`config.mk`:
```
export PLATFORM = sky130hd
export DESIGN_NAME = tx_frame_sched
export DESIGN_NICKNAME = d
export VERILOG_FILES = /design/src/rtl/tx_sched_pkg.sv /design/src/rtl/tx_frame_sched_rr_arbiter.sv /design/src/rtl/tx_frame_sched.sv
export SDC_FILE = /design/constraint.sdc
export NUM_CORES = 1
export LEC_CHECK = 0
export ABC_AREA = 1
export CAP_MARGIN = 20
export CORE_UTILIZATION = 50
export CTS_BUF_LIST = sky130_fd_sc_hd__clkbuf_4
export CTS_CLUSTER_SIZE = 25
export DETAILED_ROUTE_END_ITERATION = 8
export PLACE_DENSITY_LB_ADDON = 0.05
export SYNTH_ARGS = -nofsm -noshare
export SYNTH_HDL_FRONTEND = slang
export SYNTH_SLANG_ARGS = --single-unit
```
`constraint.sdc`:
```
create_clock -name clk_20M -period 4.37 [get_ports clk_20M]
set_input_delay 0.874 -clock clk_20M [delete_from_list [all_inputs] [get_ports clk_20M]]
set_output_delay 0.874 -clock clk_20M [all_outputs]
set_load 0.005 [all_outputs]
```
`src/rtl/tx_sched_pkg.sv`:
```
// ---------------------------------------------------------------------------
// tx_sched_pkg
// Shared definitions for the TX frame scheduler: the FSM state encoding and
// the default timing/width constants used as parameter defaults by
// tx_frame_sched.
// ---------------------------------------------------------------------------
package tx_sched_pkg;

  typedef enum logic [2:0] {
    IDLE,
    LAUNCH,
    WAIT_BUSY,
    SEND,
    GAP
  } sched_state_t;

  localparam int TXD_NUM_DEF     = 12;     // frame payload width
  localparam int GAP_CYC_DEF     = 40;     // idle cycles between frames
  localparam int REFRESH_CYC_DEF = 20000;  // 1 ms of line silence at 20 MHz
  localparam int START_TO_DEF    = 16;     // cycles allowed for tx_busy to rise

endpackage

```
`src/rtl/tx_frame_sched_rr_arbiter.sv`:
```
// ---------------------------------------------------------------------------
// rr_arbiter
// Round-robin selection among requesters 1..N_REQ-1. Requester 0 is never
// considered here; its absolute priority is applied by the caller.
// Ports:
//   req    - request vector (bit 0 ignored)
//   ptr    - index where the search starts (1..N_REQ-1)
//   winner - one-hot winner, all zeros when no requester 1..N_REQ-1 is high
// ---------------------------------------------------------------------------
module rr_arbiter #(
  parameter  int N_REQ = 4,
  localparam int PW    = $clog2(N_REQ)
) (
  input  logic [N_REQ-1:0] req,
  input  logic [PW-1:0]    ptr,
  output logic [N_REQ-1:0] winner
);

  logic [PW-1:0] idx;
  logic          found;

  // Walk the ring starting at ptr; index wraps from N_REQ-1 back to 1 so the
  // emergency requester is never visited.
  always_comb begin
    winner = '0;
    found  = 1'b0;
    idx    = ptr;
    for (int k = 0; k < N_REQ - 1; k++) begin
      if (!found && req[idx]) begin
        winner[idx] = 1'b1;
        found       = 1'b1;
      end
      idx = (idx == PW'(N_REQ - 1)) ? PW'(1) : idx + PW'(1);
    end
  end

endmodule

```
`src/rtl/tx_frame_sched.sv`:
```
// ---------------------------------------------------------------------------
// tx_frame_sched
// Arbitrates payload requests onto a single Manchester transmitter, enforces
// an inter-frame gap, re-sends the last frame after a period of line silence
// and flags a transmitter that never starts.
// Ports:
//   clk_20M     - 20 MHz clock
//   reset_n     - asynchronous active-low reset
//   req         - level requests, held until granted (bit 0 = emergency)
//   req_data    - packed payloads, slice i belongs to req[i]
//   gnt         - one-cycle grant pulse, payload captured in that cycle
//   tx_en       - one-cycle launch strobe to the transmitter
//   data_out    - registered payload presented to the transmitter
//   tx_busy     - transmitter busy level
//   sched_busy  - high whenever the scheduler is not idle
//   timeout_err - sticky: tx_busy failed to rise after a launch
// ---------------------------------------------------------------------------
module tx_frame_sched
  import tx_sched_pkg::*;
#(
  parameter int TXD_NUM     = TXD_NUM_DEF,
  parameter int N_REQ       = 4,
  parameter int GAP_CYC     = GAP_CYC_DEF,
  parameter int REFRESH_CYC = REFRESH_CYC_DEF,
  parameter int START_TO    = START_TO_DEF
) (
  input  logic                     clk_20M,
  input  logic                     reset_n,
  input  logic [N_REQ-1:0]         req,
  input  logic [N_REQ*TXD_NUM-1:0] req_data,
  output logic [N_REQ-1:0]         gnt,
  output logic                     tx_en,
  output logic [TXD_NUM-1:0]       data_out,
  input  logic                     tx_busy,
  output logic                     sched_busy,
  output logic                     timeout_err
);

  localparam int PW      = $clog2(N_REQ);
  localparam int CNT_MAX = (GAP_CYC > START_TO) ? GAP_CYC : START_TO;
  localparam int CW      = $clog2(CNT_MAX + 2);
  localparam int RW      = (REFRESH_CYC > 1) ? $clog2(REFRESH_CYC) : 1;
  localparam logic [RW-1:0] REF_LAST = RW'(REFRESH_CYC - 1);

  sched_state_t       state, next_state;
  logic [PW-1:0]      rr_ptr, rr_ptr_next;
  logic [N_REQ-1:0]   rr_winner, sel_vec;
  logic [TXD_NUM-1:0] sel_data;
  logic [CW-1:0]      cnt;
  logic [RW-1:0]      ref_cnt;
  logic               last_valid;
  logic               launch_gnt, set_timeout;
  logic               gap_done, wait_done;

  rr_arbiter #(.N_REQ(N_REQ)) u_rr_arbiter (
    .req    (req),
    .ptr    (rr_ptr),
    .winner (rr_winner)
  );

  // Emergency requester overrides the round-robin choice outright.
  assign sel_vec = req[0] ? N_REQ'(1) : rr_winner;

  // Payload mux for the selected requester and the pointer that follows a
  // round-robin grant; an emergency grant leaves the pointer where it was.
  always_comb begin
    sel_data    = '0;
    rr_ptr_next = rr_ptr;
    for (int i = 0; i < N_REQ; i++) begin
      if (sel_vec[i]) sel_data = req_data[i*TXD_NUM +: TXD_NUM];
    end
    for (int i = 1; i < N_REQ; i++) begin
      if (rr_winner[i] && !req[0]) rr_ptr_next = (i == N_REQ - 1) ? PW'(1) : PW'(i + 1);
    end
  end

  // GAP_CYC = 0 still spends one cycle in GAP.
  assign gap_done  = (int'(cnt) + 1 >= GAP_CYC);
  assign wait_done = (int'(cnt) + 1 >= START_TO);

  always_comb begin
    next_state  = state;
    gnt         = '0;
    launch_gnt  = 1'b0;
    set_timeout = 1'b0;
    unique case (state)
      IDLE: begin
        // A pending request always beats a due refresh.
        if (|req) begin
          gnt        = sel_vec;
          launch_gnt = 1'b1;
          next_state = LAUNCH;
        end else if (last_valid && ref_cnt == REF_LAST) begin
          next_state = LAUNCH;
        end
      end
      LAUNCH:    next_state = WAIT_BUSY;
      WAIT_BUSY: begin
        if (tx_busy) begin
          next_state = SEND;
        end else if (wait_done) begin
          set_timeout = 1'b1;
          next_state  = GAP;
        end
      end
      SEND:      if (!tx_busy) next_state = GAP;
      GAP:       if (gap_done) next_state = IDLE;
      default:   next_state = IDLE;
    endcase
  end

  always_ff @(posedge clk_20M or negedge reset_n) begin
    if (!reset_n) begin
      state       <= IDLE;
      rr_ptr      <= PW'(1);
      data_out    <= '0;
      last_valid  <= 1'b0;
      timeout_err <= 1'b0;
      cnt         <= '0;
      ref_cnt     <= '0;
    end else begin
      state <= next_state;

      // Shared timer for WAIT_BUSY and GAP, restarted on every state change.
      if (state != next_state || !(state inside {WAIT_BUSY, GAP})) cnt <= '0;
      else                                                         cnt <= cnt + 1'b1;

      if (launch_gnt) begin
        data_out   <= sel_data;
        last_valid <= 1'b1;
        rr_ptr     <= rr_ptr_next;
      end

      if (set_timeout) timeout_err <= 1'b1;

      // Silence timer only runs while idle and saturates at its terminal value.
      if (tx_en || (state == IDLE && next_state == LAUNCH)) ref_cnt <= '0;
      else if (state == IDLE && ref_cnt != REF_LAST)       ref_cnt <= ref_cnt + 1'b1;
    end
  end

  assign tx_en      = (state == LAUNCH);
  assign sched_busy = (state != IDLE);

endmodule

```
==> results.txt <==
startpoint types - flip-flop
first-pass GRT wire length - 12400 um
Fin. Hold Viols - 0
Post-synth top cells - 124 x nand2_1, 68 x nor2_1, 59 x inv_1
cell area after synthesis - 2960 um2
share of the yosys chip area belonging to registers - 33.9%
leak pwr - 1.93 nW
worst setup margin - 499 ps
Detailed Place HPWL - 5610 um
clock transition at the registers of the reported paths - 120 ps
Top FF cell, synth - dfrtp_1
Max-slew headroom - 41.6%
Initial Util - 52.8%
post-synth top area share - 33.0%
root buf cell - clkbuf_4
worst path arrival time - 3000 ps
hold_buf cts - 0
largest net degree at the start of global routing - 41
Final Net Count - 585
die area - 6230 um2
FF-to-FF setup slack - 1790 ps
status - finished clean
Antenna Cells - 0
vias in the first global route - 2770
pwr/cell area - 541 nW/um2
fin cells - 594
Slew Viols, Final - 0
WL/cell - 12.0 um
Avg Inst Size Synth - 6.58 um2
clock latency on the worst-skew pair - 350 ps
input/output buffers - 73
number of flops mapped to enable cells by yosys - 0
Slew @ Worst Pin - 877 ps
CTS H-tree lvls - 2
core footprint - 5610 um2
DRT antenna net count - 0
TNS Setup - 0 ps
RSZ-0062 raised after global routing - false
Cell Area, Placed - 3710 um2
placer's final routability congestion estimate - 0.878
Tcrit/Tclk final - 88.6%
Site Rows - 27
DRC - 0
highest clock rate - 0.258 GHz
Place WS - 603 ps
CTS resizes - 0
Die Y - 78.9 um
initial antenna violation count - 0
total gr overflow - 0
WP data required - 3500 ps
setup repair bufs after CTS - 0
Cells after Synth - 450
Yosys top cell by area - dfrtp_1
Final min period - 3870 ps
max-cap violations - 0
Setup Skew - 8.87 ps
Avg Vias per Cell - 4.91
CTS tree - built
top-count cell post-synth - nand2_1
share of cells above drive strength 1 - 7.28%
layout overhead on the synthesized area - 28.0%
ys async rst share - 100%
gr usage total - 25.0%
Final setup viols - 0
Post-Place Cells - 586
Max FO, Critical Path - 12
TritonCTS Buffers - 5
CTS Sinks - 40
I/O pin count - 74
Post-Syn Nets - 514
Syn. warnings - 0
top cells by area, synth - dfrtp_1 33%, nand2_1 16%, nand3_1 9.3%
CP Capture Type - output pin
Worst Hold Class - reg -> reg
drt first pass iters - 5
deepest clock path buffer count - 2
Max rail drop VDD - 0.274 mV
final WL - 7140 um
Final Cell Area - 3790 um2
drt first-iter violations - 135
critical path class - reg -> out
FF+latch count, synth - 40
post-synth cell types - 29
total number of vias - 2918
die width - 78.9 um
## area by class of cell
cell class	instances	area, um2
Clock buffer	6	45.0
Clock inverter	2	35.0
Fill cell	512	1820
Inverter	69	259
Sequential cell	40	1000
Multi-Input combinational cell	329	1610
Tap cell	72	90.1
Timing Repair Buffer	76	748
## placed cells by master, fill, tap and decap left out, types with 3 or more instances in the layout
cell type	netlist	final
nand3_1	55	55
nor3_1	8	8
ha_1	9	9
nand2_2	6	6
nor4_1	3	3
dfrtp_1	39	39
a21oi_1	6	6
nand4_1	13	13
nand3_2	4	4
nor2_1	68	68
nor2_2	3	3
nand2_1	124	124
xor2_1	14	14
inv_2	8	8
o21ai_0	4	4
inv_1	59	59
clkbuf_4	1	6
buf_4	1	3
o21ai_1	5	5
clkdlybuf4s50_1	0	72
## cell families (layout without fill, tap and decap cells)
group	count (synthesis)	after routing	share of synthesized area, %
AND/OR/NAND/NOR	290	290	43.6
buffers and inverters	81	153	11.8
flip-flops	40	40	33.9
AO/OA/AOI/OAI	15	15	2.54
XOR/XNOR	15	15	4.44
adder cells (fa/ha/maj)	9	9	3.81
## worst max-delay path: stages (launching register included)
cell and delay [ps]:
dfstp_2 610, inv_2 90, ha_1 380, inv_2 130
nand2_1 60, nand3_1 110, nand2_2 90, inv_2 60
nand3_1 90, nand3_2 170, nand2_2 180, nor2_1 170
clkdlybuf4s50_1 520
## state kept, by name, summed over array words and instances, names as in the netlist
name / flops
rr_ptr: 2
data_out: 12
cnt: 6
state: 3
timeout_err: 1
ref_cnt: 15
last_valid: 1
## through the flow
| stage | utilization [%] | hold WS, ps | total power [mW] |
|---|---|---|---|
| finish | 67.5 | 472 | 2.05 |
| global route | 67.5 | 491 | 2.26 |
| CTS | 67.5 | 472 | 2.06 |
| detailed placement | 66.1 | 454 | 1.80 |
| global placement | 66.1 | 452 | 1.78 |
| floorplan | - | 433 | 1.42 |
## where the power goes
group / internal, mW / leakage, nW / switching, mW
sequential: 0.468 / 0.514 / 0.0772
clock: 0.126 / 0.0456 / 0.125
combinational: 0.478 / 1.37 / 0.773
total: 1.07 / 1.93 / 0.975
## layer usage
layer	wire, um	GRT usage [%]
met4	63	7.09
met5	0	0
met2	3410	42.7
met3	414	4.71
met1	3250	32.2
## final timing paths
path | depth (start not counted) | to | from
setup / recovery | 12 | gnt[3] | rr_ptr[0]
hold / removal | 1 | cnt[0] | cnt[0]
setup reg to reg | 14 | data_out[9] | rr_ptr[0]
hold reg to reg | 1 | cnt[0] | cnt[0]
max in group asynchronous | 1 | data_out[4] | reset_n
min in group asynchronous | 1 | timeout_err | reset_n
Note: power is estimated with default switching activity, not from simulation.
